**config.mk**
```make
export PLATFORM = sky130hd
export DESIGN_NAME = mipi_frame_detector
export DESIGN_NICKNAME = d
export VERILOG_FILES = /design/src/rtl/mipi_csi_pkg.sv /design/src/rtl/mipi_frame_detector.sv
export SDC_FILE = /design/constraint.sdc
export NUM_CORES = 1
export LEC_CHECK = 0
export BUFFER_PORTS_ARGS = -buffer_cell sky130_fd_sc_hd__buf_4
export CORE_AREA = 5 5 42 44
export CTS_CLUSTER_DIAMETER = 80
export CTS_CLUSTER_SIZE = 14
export DETAILED_ROUTE_END_ITERATION = 8
export DIE_AREA = 0 0 47 49
export PLACE_DENSITY = 0.35
export RECOVER_POWER = 50
export SYNTH_ARGS = -nofsm -noshare
export SYNTH_HDL_FRONTEND = slang
export SYNTH_SLANG_ARGS = --single-unit
```
**constraint.sdc**
```tcl
create_clock -name clk_i -period 1.14 [get_ports clk_i]
set_input_delay 0.171 -clock clk_i [delete_from_list [all_inputs] [get_ports clk_i]]
set_output_delay 0.171 -clock clk_i [all_outputs]
set_load 0.01 [all_outputs]
```
**src/rtl/mipi_csi_pkg.sv**
```systemverilog
// mipi_csi_pkg: CSI-2 header constants and frame-detector FSM states
package mipi_csi_pkg;
  localparam logic [7:0] SYNC_BYTE      = 8'hB8;
  localparam logic [5:0] DT_FRAME_START = 6'h00;
  localparam logic [5:0] DT_FRAME_END   = 6'h01;
  localparam logic [5:0] DT_RAW10       = 6'h2B;
  localparam logic [5:0] DT_RAW12       = 6'h2C;
  localparam logic [5:0] DT_RAW14       = 6'h2D;
  typedef enum logic [1:0] {ST_IDLE, ST_WAIT_DI, ST_SKIP} state_e;
  // Drops the virtual-channel bits so every VC decodes alike.
  function automatic logic [7:0] dt_of(input logic [7:0] di);
    return di & 8'h3F;
  endfunction
endpackage

```
**src/rtl/mipi_frame_detector.sv**
```systemverilog
// mipi_frame_detector: frame-in-progress flag from CSI-2 FS/FE short packet headers
module mipi_frame_detector
  import mipi_csi_pkg::*;
#(
  parameter int MIPI_GEAR = 16
) (
  input  logic                 clk_i,
  input  logic                 reset_i,
  input  logic                 data_valid_i,
  input  logic [MIPI_GEAR-1:0] data_lane0_i,
  output logic                 detected_frame_sync_o
);
  state_e     state_q, state_d;
  logic       valid_q;
  logic       flag_q, flag_d;
  logic       burst_start, sync_ok, di_hit;
  logic [7:0] dt;
  always_comb begin
    burst_start = data_valid_i & ~valid_q;
    sync_ok     = data_lane0_i[7:0] == SYNC_BYTE;
    // The DI is the top byte of the word: byte 1 in gear 16, the only byte in gear 8.
    dt          = dt_of(data_lane0_i[MIPI_GEAR-1 -: 8]);
    state_d     = state_q;
    di_hit      = 1'b0;
    case (state_q)
      ST_IDLE: if (burst_start) begin
        if (MIPI_GEAR == 8) state_d = sync_ok ? ST_WAIT_DI : ST_SKIP;
        else begin
          state_d = ST_SKIP;
          di_hit  = sync_ok;
        end
      end
      ST_WAIT_DI: begin
        state_d = data_valid_i ? ST_SKIP : ST_IDLE;
        di_hit  = data_valid_i;
      end
      default: state_d = data_valid_i ? ST_SKIP : ST_IDLE;
    endcase
    flag_d = !di_hit                             ? flag_q :
             dt == {2'b00, DT_FRAME_START}       ? 1'b1   :
             dt == {2'b00, DT_FRAME_END}         ? 1'b0   : flag_q;
  end
  always_ff @(posedge clk_i) begin
    if (reset_i) begin
      state_q <= ST_IDLE;
      valid_q <= 1'b0;
      flag_q  <= 1'b0;
    end else begin
      state_q <= state_d;
      valid_q <= data_valid_i;
      flag_q  <= flag_d;
    end
  end
  assign detected_frame_sync_o = flag_q;
endmodule

```
==> impl_metrics.tcl <==
set metrics [dict create \
    outcome "finished clean" \
    p_per_area_mw_per_mm2 1060 \
    synth_top_cell_by_area "dfxtp_1" \
    netlist-cell-type-count 10 \
    htreeDepth 1 \
    worstPathArrival_ps 1230 \
    dp_worst_setup_slack_ps 0.931 \
    grt_pass1_vias 227 \
    slew_headroom_pct 87.7 \
    drive_gt1_share_pct 71.4 \
    maxSlewViolCount 0 \
    ys_seq_area_share_pct 37.8 \
    die_w_um 47 \
    rsz0062_at_grt "true" \
    max_freq_mhz 894 \
    cts_buffer_depth 2 \
    vias 208 \
    tightest_slew_ps 183 \
    numCtsBuffers 3 \
    start_util_pct 11.3 \
    ir_worst_vdd_uv 602 \
    wire_per_inst_um 12.1 \
    finalSetupViolCount 0 \
    drcViolationCount 0 \
    clk_pin_slew_ps 40 \
    dp_hpwl_um 516 \
    yosys.area.top_type_share_pct 37.8 \
    syn_inst 14 \
    gr-total-overflow 0 \
    drtAntennaViolNets 0 \
    num_rows 14 \
    final_common_cell "buf_4" \
    postCtsHoldBufs 0 \
    yosys_warnings 0 \
    holdCritPathClass "input pin to flop" \
    leakage_nw 0.149 \
    end_kind "flop" \
    drt_iter0_drc 3 \
    grt_pass1_wl_um 883 \
    netlist_area_sq_um 159 \
    diodes 0 \
    grt_usage_pct 5.70 \
    coreArea_sq_mm 0.00140 \
    cap_violations 0 \
    hold_viol 0 \
    ys_ff_latch 3 \
    pin_count 20 \
    crit_type "flop to flop" \
    ctsRootBufferMaster "clkbuf_4" \
    power.total_uw 354 \
    grt_max_degree 4 \
    drt_pass1_iterations 3 \
    finalCritPeriodShare_pct 98.1 \
    place.port_buffers 17 \
    cp-start-kind "flop" \
    fp.dieH_um 49 \
    cp_max_fo 2 \
    routed_via_density 4.08 \
    layout.nets 55 \
    skew_ps 0.771 \
    routed_wl_um 617 \
    min_period_ps 1120 \
    synth_top_cells_by_area "dfxtp_1 (38%), and4bb_2 (16%), nor4b_2 (9.4%)" \
    layout_common_cells "buf_4 (16), clkbuf_4 (3)" \
    die_area_sq_mm 0.00230 \
    clk_latency_ps 230 \
    syn_nets 33 \
    grt_antenna_before_repair 0 \
    required_ps 1260 \
    areaGrowthSynthToFinish_pct 110 \
    cts_tree "built" \
    avgSynthCellArea_sq_um 11.4 \
    setup_slack_ps 21.7 \
    place.gp.congestion 0.793 \
    numClockSinks 3 \
]
-- state kept, by name, indices dropped and copies added, names as in the netlist --
register	count
detected_frame_sync_o	1
state_q	1
valid_q	1
-- power breakdown --
| part | switching, mW | leakage (nW) | internal, mW | total (mW) |
|---|---|---|---|---|
| Sequential | 0.00266 | 0.0249 | 0.110 | 0.113 |
| Clock | 0.0556 | 0.0150 | 0.131 | 0.187 |
| Combinational | 0.0139 | 0.109 | 0.0411 | 0.0550 |
| Total | 0.0722 | 0.149 | 0.282 | 0.354 |
-- critical path, cell delays in order (launching register included) --
cell	delay, ps
dfxtp_2	310
nor4b_2	230
nand4_1	150
mux2_4	310
-- Yosys cell counts --
library cell and count:
and4bb_2 2, inv_1 1, nor4b_2 1, a21boi_0 1
mux2_1 1, nand4_1 1, nor4_2 1, nor2b_1 2
dfxtp_1 3, nor3_1 1
-- per-stage QoR --
stage          cells  utilization (%)  TNS (ps)  hold WS (ps)  instance area, sq um
4_1_cts           51             23.8         0           126                   333
3_5_place_dp      47             21.9         0           374                   307
3_3_place_gp      47             21.9    -0.623           372                   307
2_1_floorplan     14                -         0           251                   159
5_1_grt           51             23.8     -45.1           192                   334
6_report          51             23.8         0           193                   334
-- final cells by class --
class	instances	area [sq um]
Inverter	1	3.75
Clock buffer	4	26.3
Sequential cell	3	61.3
Multi-Input combinational cell	10	98.8
Tap cell	16	20.0
Fill cell	166	1070
Timing Repair Buffer	17	124
-- per-layer routing --
metal / GRT usage, % / routed length [um]
met1: 5.47 / 213
met2: 8.37 / 246
met3: 4.80 / 157
met4: 2.76 / 0
met5: 0 / 0
-- logic make-up after synthesis --
kind of cell,count (synthesis),synth area share [%]
compound gates,1,4.73
buf+inv,1,2.36
simple gates,8,48.0
flops,3,37.8
mux,1,7.09
-- timing repair --
item / in CTS / in global routing
endpoints found under the setup margin: 1 / 1
buffers inserted: 0 / 0
hold endpoints to repair: 0 / 0
resized for setup: 0 / 2
pin swaps: 1 / 2
-- path summary, 6_finish.rpt --
kind,startpoint,endpoint,slack [ps],depth (start not counted)
setup / recovery,valid_q$_SDFF_PP0_,detected_frame_sync_o$_SDFFE_PP0P_,20,3
hold / removal,reset_i,valid_q$_SDFF_PP0_,190,2
setup reg to reg,valid_q$_SDFF_PP0_,detected_frame_sync_o$_SDFFE_PP0P_,20,3
hold reg to reg,valid_q$_SDFF_PP0_,state_q[1]$_SDFFE_PP0P_,450,1
(Power assumes the default switching activity.)
